<file path="src/rtl/i2s_receiver.sv">
// I2S slave receiver: synchronizes external SCLK/LRCLK/SDATA into clk_i, rebuilds
// 24-bit left/right samples and emits one {left,right} word per frame on valid/ready.
module i2s_receiver #(
    parameter int DATA_W      = 24,
    parameter int SLOT_W      = 32,
    parameter int DELAY_BIT   = 1,
    parameter int SYNC_STAGES = 2
) (
    input  logic                clk_i,
    input  logic                rst_i,
    input  logic                en_i,
    input  logic                sclk_i,
    input  logic                lrclk_i,
    input  logic                sdata_i,
    output logic [2*DATA_W-1:0] m_data_o,
    output logic                m_valid_o,
    input  logic                m_ready_i,
    output logic                overrun_o,
    output logic                sync_err_o,
    output logic                locked_o
);

    localparam int CNT_W = $clog2(SLOT_W + 9);
    localparam logic [CNT_W-1:0] CNT_SAT = CNT_W'(SLOT_W + 8);

    typedef enum logic [1:0] {S_HUNT, S_LEFT, S_RIGHT} state_t;

    state_t                   state_q;
    logic [SYNC_STAGES-1:0]   sclk_sync_q, lr_sync_q, sd_sync_q;
    logic                     sclk_prev_q, lr_prev_q, cap_done_q;
    logic [CNT_W-1:0]         bit_cnt_q, bit_cnt_d;
    logic [DATA_W-2:0]        shreg_q;
    logic [DATA_W-1:0]        left_q, word_d;
    logic [CNT_W:0]           idx_d;
    logic                     sclk_s, lr_s, sd_s;
    logic                     strobe, slot_chg, in_data, cap, cap_last, frame_done;
    logic                     overrun_q, sync_err_q, locked_q, m_valid_q;
    logic [2*DATA_W-1:0]      m_data_q;

    assign sclk_s = sclk_sync_q[SYNC_STAGES-1];
    assign lr_s   = lr_sync_q[SYNC_STAGES-1];
    assign sd_s   = sd_sync_q[SYNC_STAGES-1];

    always_comb begin
        strobe   = sclk_s & ~sclk_prev_q;
        slot_chg = lr_s != lr_prev_q;
        if (slot_chg)
            bit_cnt_d = '0;
        else if (bit_cnt_q == CNT_SAT)
            bit_cnt_d = bit_cnt_q;
        else
            bit_cnt_d = bit_cnt_q + 1'b1;
        // idx_d MSB set means the bit precedes the data (delay slot)
        idx_d      = {1'b0, bit_cnt_d} - (CNT_W+1)'(DELAY_BIT);
        in_data    = ~idx_d[CNT_W] && (idx_d[CNT_W-1:0] < CNT_W'(DATA_W));
        cap        = strobe && en_i && in_data;
        cap_last   = cap && (idx_d[CNT_W-1:0] == CNT_W'(DATA_W - 1));
        word_d     = {shreg_q, sd_s};
        frame_done = cap_last && (state_q == S_RIGHT);
    end

    always_ff @(posedge clk_i or posedge rst_i) begin
        if (rst_i) begin
            sclk_sync_q <= '0;
            lr_sync_q   <= '0;
            sd_sync_q   <= '0;
            sclk_prev_q <= 1'b0;
            lr_prev_q   <= 1'b0;
            cap_done_q  <= 1'b0;
            bit_cnt_q   <= '0;
            shreg_q     <= '0;
            left_q      <= '0;
            state_q     <= S_HUNT;
            locked_q    <= 1'b0;
            sync_err_q  <= 1'b0;
            overrun_q   <= 1'b0;
            m_valid_q   <= 1'b0;
            m_data_q    <= '0;
        end else begin
            sclk_sync_q <= {sclk_sync_q[SYNC_STAGES-2:0], sclk_i};
            lr_sync_q   <= {lr_sync_q[SYNC_STAGES-2:0], lrclk_i};
            sd_sync_q   <= {sd_sync_q[SYNC_STAGES-2:0], sdata_i};
            sclk_prev_q <= sclk_s;
            sync_err_q  <= 1'b0;
            overrun_q   <= 1'b0;

            if (strobe) begin
                lr_prev_q <= lr_s;
                bit_cnt_q <= bit_cnt_d;
                if (slot_chg)
                    cap_done_q <= 1'b0;
            end
            if (cap) begin
                shreg_q <= word_d[DATA_W-2:0];
                if (cap_last)
                    cap_done_q <= 1'b1;
            end

            // cap_done_q still describes the slot that is ending on a change strobe
            if (!en_i) begin
                state_q  <= S_HUNT;
                locked_q <= 1'b0;
            end else if (strobe) begin
                case (state_q)
                    S_HUNT: begin
                        if (slot_chg && !lr_s) begin
                            state_q  <= S_LEFT;
                            locked_q <= 1'b1;
                        end
                    end
                    S_LEFT: begin
                        if (cap_last)
                            left_q <= word_d;
                        if (slot_chg && lr_s) begin
                            if (cap_done_q) begin
                                state_q <= S_RIGHT;
                            end else begin
                                state_q    <= S_HUNT;
                                locked_q   <= 1'b0;
                                sync_err_q <= 1'b1;
                            end
                        end
                    end
                    S_RIGHT: begin
                        if (slot_chg && !lr_s) begin
                            if (cap_done_q) begin
                                state_q <= S_LEFT;
                            end else begin
                                state_q    <= S_HUNT;
                                locked_q   <= 1'b0;
                                sync_err_q <= 1'b1;
                            end
                        end
                    end
                    default: begin
                        state_q  <= S_HUNT;
                        locked_q <= 1'b0;
                    end
                endcase
            end

            if (frame_done) begin
                if (m_valid_q && !m_ready_i) begin
                    overrun_q <= 1'b1;
                end else begin
                    m_data_q  <= {left_q, word_d};
                    m_valid_q <= 1'b1;
                end
            end else if (m_valid_q && m_ready_i) begin
                m_valid_q <= 1'b0;
            end
        end
    end

    assign m_data_o   = m_data_q;
    assign m_valid_o  = m_valid_q;
    assign overrun_o  = overrun_q;
    assign sync_err_o = sync_err_q;
    assign locked_o   = locked_q;

endmodule

</file>
<file path="config.mk">
export PLATFORM = sky130hd
export DESIGN_NAME = i2s_receiver
export DESIGN_NICKNAME = d
export VERILOG_FILES = /design/src/rtl/i2s_receiver.sv
export SDC_FILE = /design/constraint.sdc
export NUM_CORES = 1
export LEC_CHECK = 0
export CORE_MARGIN = 1.5
export CORE_UTILIZATION = 24
export CTS_BUF_LIST = sky130_fd_sc_hd__clkbuf_4 sky130_fd_sc_hd__clkbuf_8 sky130_fd_sc_hd__clkbuf_16
export DETAILED_ROUTE_END_ITERATION = 10
export SYNTH_ARGS = -nofsm -noshare
export SYNTH_HDL_FRONTEND = slang
export SYNTH_SLANG_ARGS = --single-unit
</file>
<file path="constraint.sdc">
create_clock -name clk_i -period 3.9 [get_ports clk_i]
set_input_delay 0.78 -clock clk_i [delete_from_list [all_inputs] [get_ports clk_i]]
set_output_delay 0.78 -clock clk_i [all_outputs]
set_load 0.1 [all_outputs]
</file>
# --- After elaboration in Yosys (flattened, before gate mapping) ---
# Index checks and enable logic that the tools add are counted.
totals:
  romBits: 0
  mem_bits_rw: 0
  mem_count: 0
  in_bits: 7
  register_bits: 116
  wordCells: 81
  output_inout_bits: 52
  latchBits: 0
classes:
  multipliers: 0
  add_sub_neg: 2
  shifts: 0
  n_reduce_logical: 17
  bitwise_logic: 4
  n_lt_le_gt_ge: 1
  n_div: 0
  n_eq_ne: 10
  muxes: 32
ops:
  columns: ["op", "count"]
  rows:
  - ["1-bit 2-to-1 mux", 21]
  - ["2-bit 2-to-1 mux", 6]
  - ["6-bit 2-to-1 mux", 2]
  - ["1-bit logical AND", 9]
  - ["4-bit AND reduction", 2]
  - ["6-bit by 1-bit subtractor with 7-bit output, second input constant", 1]
  - ["6-bit by 1-bit adder with 6-bit output, second input constant", 1]
  - ["6-bit by 5-bit == test with 1-bit output, second input constant", 1]
  - ["6-bit == test, second input constant", 1]
  - ["6-bit by 5-bit < comparator with 1-bit output, second input constant", 1]
  - ["3-bit != test, second input constant", 2]
  - ["2-bit one-hot mux with 3 select lines", 1]
  - ["2-bit AND reduction", 2]
  - ["3-bit by 2-bit != test with 1-bit output, second input constant", 1]
  - ["1-bit inverter", 3]
  - ["1-bit one-hot mux with 3 select lines", 1]
  - ["2-bit by 1-bit == test with 1-bit output, second input constant", 1]
  - ["2-bit == test, second input constant", 1]
  - ["1-bit zero test", 2]
  - ["2-bit zero test", 1]
  - ["2-bit by 1-bit != test with 1-bit output, second input constant", 1]
  - ["2-bit != test, second input constant", 1]
  - ["1-bit one-hot mux with 2 select lines", 1]
  - ["2-bit nonzero test", 1]
  - ["2 further kinds", 2]

# --- Depth between registers and ports, before layout ---
depth:
  depth_word: 11
  ltp_mapped: 10
  ltp_nobuf: 7

# --- Worst setup path after synthesis ---
# Ideal clock, no wire load.
synth_path:
  path_type: "reg-to-reg"
  startpoint: "register lr_sync_q[1]"
  endpoint: "register left_q[0]"
  t_required_ns: 3.775
  period_less_slack_ns: 2.620
  setup_slack_ns: 1.280
  path_stages_with_launch: 11
  setup_ns: 0.125
  arrival_time_ns: 2.495
  path_buffers: 3
  path_cell_list: "dfrtp_1 inv_1 ha_1 buf_2 nand2_1 mux2_4 or2_4 or4b_4 buf_6 buf_8 mux2_4"
synth_via:
  elab_chain_cells: 8
  word_cells_on_any_way: 10
  cone_classes: "1 x add/sub; 1 x order compare; 2 x eq/ne; 1 x mux; 1 x bitwise; 4 x reduce/logical"
synth_lines:
  columns: ["item", "line", "rtl"]
  rows:
  - ["start: declaration", "29", "logic [SYNC_STAGES-1:0] sclk_sync_q, lr_sync_q, sd_sync_q;"]
  - ["start signal: assignment", "81", "lr_sync_q <= {lr_sync_q[SYNC_STAGES-2:0], lrclk_i};"]
  - ["1-bit != test *", "46", "slot_chg = lr_s != lr_prev_q;"]
  - ["6-bit 2-to-1 mux *", "47", "if (slot_chg)"]
  - ["6-bit by 1-bit subtractor with 7-bit output *", "54", "idx_d = {1'b0, bit_cnt_d} - (CNT_W+1)'(DELAY_BIT);"]
  - ["6-bit by 5-bit < comparator with 1-bit output or 1-bit inverter (tied branches)", "55", "in_data = ~idx_d[CNT_W] && (idx_d[CNT_W-1:0] < CNT_W'(DATA_W));"]
  - ["1-bit logical AND", "55", null]
  - ["1-bit logical AND", "56", "cap = strobe && en_i && in_data;"]
  - ["1-bit logical AND *", "57", "cap_last = cap && (idx_d[CNT_W-1:0] == CNT_W'(DATA_W - 1));"]
  - ["4-bit AND reduction (no line) *", null, null]
  - ["end signal: assignment", "113", "left_q <= word_d;"]
  - ["end: declaration", "33", "logic [DATA_W-1:0] left_q, word_d;"]
# Every way passes the cells marked *; elsewhere a longest branch is shown, timed or not.
# A chain may end at the register's enable or synchronous reset.

# --- Final worst setup path ---
layout_path:
  startpoint: "register lr_sync_q[1]"
  endpoint: "register shreg_q[9]"
layout_via:
  elab_chain_cells: 6
  word_cells_on_any_way: 7
  cone_classes: "1 x add/sub; 1 x order compare; 1 x eq/ne; 1 x mux; 1 x bitwise; 2 x reduce/logical"
layout_lines:
  columns: ["item", "line", "rtl"]
  rows:
  - ["1-bit != test *", "46", null]
  - ["6-bit 2-to-1 mux *", "47", null]
  - ["6-bit by 1-bit subtractor with 7-bit output *", "54", null]
  - ["6-bit by 5-bit < comparator with 1-bit output or 1-bit inverter (tied branches)", "55", null]
  - ["1-bit logical AND *", "55", null]
  - ["1-bit logical AND *", "56", null]
  - ["end signal: assignment", "94", "shreg_q <= word_d[DATA_W-2:0];"]
  - ["end: declaration", "32", "logic [DATA_W-2:0] shreg_q;"]
# Marks and branches as above.

==> impl_metrics.sql <==
INSERT INTO impl_metrics (metric_group, metric, value, unit) VALUES
('sta', 'report.final.slew_viol_count', '0', ''),
('detailed_routing', 'drt_iter0_markers', '124', ''),
('clock_tree', 'cts_inserted_buffers', '17', ''),
('job', 'max-cap-violations', '0', ''),
('yosys', 'synth-warning-count', '0', ''),
('worst_setup_path', 'crit_path_start_kind', 'flop', ''),
('floorplan', 'dieArea', '0.0206', 'mm2'),
('min_path', 'timing.hold.worst.class', 'flop to flop', ''),
('global_routing', 'grt_pass1_wl', '15.0', 'mm'),
('floorplan', 'initial_core_util', '0.244', ''),
('detailed_routing', 'vias_per_cell', '4.06', ''),
('pwr', 'power_per_cell_area', '484', 'mW/mm2'),
('clock_tree', 'clk_pin_slew', '50', 'ps'),
('yosys', 'synth_top_area_cell', 'dfrtp_1', ''),
('yosys', 'synthTopCellsByArea', 'dfrtp_1, mux2_2, mux2_4', ''),
('detailed_routing', 'ant_nets', '0', ''),
('finish', 'nets', '392', ''),
('yosys', 'dominantRegCellSynth', 'dfrtp_1', ''),
('global_routing', 'maximum_number_of_pins_on_one_net_before_global_route_repair', '71', ''),
('clock_tree', 'post_cts_resize_count', '0', ''),
('detailed_routing', 'total_wire_length_after_detailed_routing', '8.96', 'mm'),
('sta', 'fin_crit', '3040', 'ps'),
('finish', 'area_growth_syn_to_layout', '30.9', '%'),
('clock_tree', 'cts_sinks', '116', ''),
('worst_setup_path', 'cp-end-kind', 'flop', ''),
('yosys', 'synth_seq_cells', '116', ''),
('floorplan', 'die_height', '144', 'um'),
('worst_setup_path', 'cp_max_fo', '23', ''),
('clock_tree', 'cts_tree', 'yes', ''),
('pwr', 'vdd_drop_max', '0.000289', 'V'),
('finish', 'antenna-diode-count', '0', ''),
('sta', 'final.setup.tns', '0', 'ps'),
('finish', 'final_core_util', '0.320', ''),
('pwr', 'total_power', '3.01', 'mW'),
('worst_setup_path', 'required', '4180', 'ps'),
('detailed_routing', 'routed_wire_length_per_instance', '13.7', 'um'),
('yosys', 'synthArstFlopShare', '1.00', ''),
('placement', 'placement.io_buffers', '58', ''),
('pwr', 'power.leakage', '2.94', 'nW'),
('finish', 'num-fill-cells', '1952', ''),
('floorplan', 'core', '0.0194', 'mm2'),
('sta', 'report.final.setup_viol', '0', ''),
('yosys', 'syn_area_per_cell', '15.2', 'um2'),
('run_status', 'outcome', 'completed', ''),
('yosys', 'synth_sequential_area_ratio', '0.613', ''),
('sta', 'max_freq', '0.329', 'GHz'),
('worst_setup_path', 'worstPathArrival', '3320', 'ps'),
('global_routing', 'antenna_violations_before_repair', '0', ''),
('clock_tree', 'clockBufferDepth', '2', ''),
('sta', 'final.period_utilization', '0.779', ''),
('placement', 'dp_slack', '682', 'ps'),
('yosys', 'yosysUniqueCellTypes', '41', ''),
('yosys', 'synth_fp_nets', '326', ''),
('yosys', 'synthesis.instances', '311', ''),
('clock_tree', 'worst_skew_late_latency', '410', 'ps'),
('finish', 'total_area_of_multi_input_combinational_cells', '0.00172', 'mm2'),
('detailed_routing', 'num_vias', '2658', ''),
('sta', 'tightestPinTransition', '1090', 'ps'),
('clock_tree', 'cts_hold_buffers', '0', ''),
('placement', 'placed_area', '0.00561', 'mm2'),
('placement', 'finalWeightedCongestion', '0.751', ''),
('sta', 'final_critical_path_setup_slack', '861', 'ps'),
('sta', 'finalClockSkew', '16.3', 'ps'),
('global_routing', 'track_usage', '0.0955', ''),
('detailed_routing', 'drtPass1Iterations', '4', ''),
('yosys', 'netlist.area_leader.share', '0.613', ''),
('global_routing', 'grt-ovfl-total', '0', ''),
('sta', 'grt_setup_unrepaired', 'no', ''),
('floorplan', 'x_dimension_of_the_die', '144', 'um'),
('sta', 'slew-limit-headroom', '0.272', ''),
('finish', 'layout.area.seq', '0.00290', 'mm2'),
('placement', 'dpl_hpwl', '5.63', 'mm'),
('detailed_routing', 'route.detailed.drc', '0', ''),
('floorplan', 'rows', '51', ''),
('global_routing', 'via_count_of_the_first_global_routing_pass', '2784', ''),
('clock_tree', 'post-cts-setup-buffers', '0', ''),
('yosys', 'post_synth_instance_area', '0.00474', 'mm2'),
('floorplan', 'ioPinCount', '59', ''),
('worst_setup_path', 'critical_path_class', 'flop to flop', ''),
('sta', 'timing_hold_violations_final', '0', ''),
('yosys', 'synth_edf_count', '0', ''),
('clock_tree', 'clock_root_cell', 'clkbuf_16', ''),
('finish', 'layout-drive-gt1-share', '0.333', ''),
('finish', 'final_design_area_no_fill', '0.00620', 'mm2'),
('clock_tree', 'htreeDepth', '4', '');
through the flow:
| step | instances | hold slack [ps] |
|---|---|---|
| global placement | 623 | 333 |
| floorplan | 311 | 331 |
| finish | 655 | 347 |
| global route | 655 | 351 |
| detailed placement | 623 | 336 |
| CTS | 655 | 349 |
power breakdown:
part / total, mW / switching, mW / leakage [nW] / internal, mW
logic: 0.173 / 0.102 / 1.06 / 0.0714
clock network: 1.54 / 0.553 / 0.288 / 0.989
registers: 1.29 / 0.0450 / 1.59 / 1.25
per-layer routing:
metal / routed length (um) / GRT usage / vias up
met4: 29 / 0.0360 / 0
met3: 463 / 0.0363 / 2
met5: 0 / 0 / -
li1: - / - / 1241
met1: 4330 / 0.126 / 1356
met2: 4130 / 0.142 / 59
synth_stat cells (all sizes together) (2+ instances only):
cell,number
dfrtp,116
mux2,97
buf,11
nand2,11
inv,9
o21ai,9
ha,8
nand2b,7
nand3,7
nor2b,4
nor2,3
nor4,3
a21o,2
clkbuf,2
mux2i,2
o211ai,2
or4b,2
logic make-up (layout without fill, tap and decap cells):
kind of cell | count (synthesis) | after routing | share of synthesized area
flops | 116 | 116 | 0.613
mux | 99 | 99 | 0.251
simple gates | 45 | 45 | 0.0565
buf+inv | 22 | 101 | 0.0269
compound gates | 20 | 20 | 0.0296
fa+ha+maj | 8 | 8 | 0.0211
xor+xnor | 1 | 1 | 0.00185
sequential cells by signal, summed over array words and instances (netlist names), 2 cells and up:
signal,count
bit_cnt_q,6
left_q,24
lr_sync_q,2
m_data_o,48
sclk_sync_q,2
sd_sync_q,2
shreg_q,23
state_q,2
worst max-delay path: stages (launching register included):
cell and delay [ps]:
dfrtp_1 360, inv_1 50, ha_1 500, or4b_1 470, nand4b_1 220, or3b_1 880, mux2_2 420
worst paths after layout:
kind                               from  cells past startpoint            to  slack [ps]
setup / recovery           lr_sync_q[1]                      6    shreg_q[9]         860
hold / removal             sd_sync_q[0]                      0  sd_sync_q[1]         350
setup reg to reg           lr_sync_q[1]                      6    shreg_q[9]         860
hold reg to reg            sd_sync_q[0]                      0  sd_sync_q[1]         350
max in group asynchronous         rst_i                      3   m_data_o[2]        2320
min in group asynchronous         rst_i                      2  m_data_o[14]         810
layout make-up:
type,count,share of cell area
Tap cell,265,0.0534
Multi-Input combinational cell,173,0.277
Clock buffer,20,0.0752
Sequential cell,116,0.468
Clock inverter,12,0.0208
Inverter,9,0.00585
Timing Repair Buffer,60,0.100
cell usage in the layout (no fill, tap or decap), types with 2 or more instances in the layout:
cell type and n:
ha_1 8, nand2_1 11, mux2i_1 2, nor4_1 2, mux2_4 21, nor2_1 2
clkbuf_16 17, clkinv_2 4, mux2_2 69, nor2b_1 4, clkinv_4 2, clkinvlp_4 3
nand2b_1 7, clkbuf_8 3, buf_12 2, inv_1 8, o21ai_0 9, clkdlybuf4s50_1 58
mux2_1 7, a21o_1 2, dfrtp_1 116, nand3_1 7, bufinv_16 2, o211ai_1 2
Power figures use the tool's default switching activity.
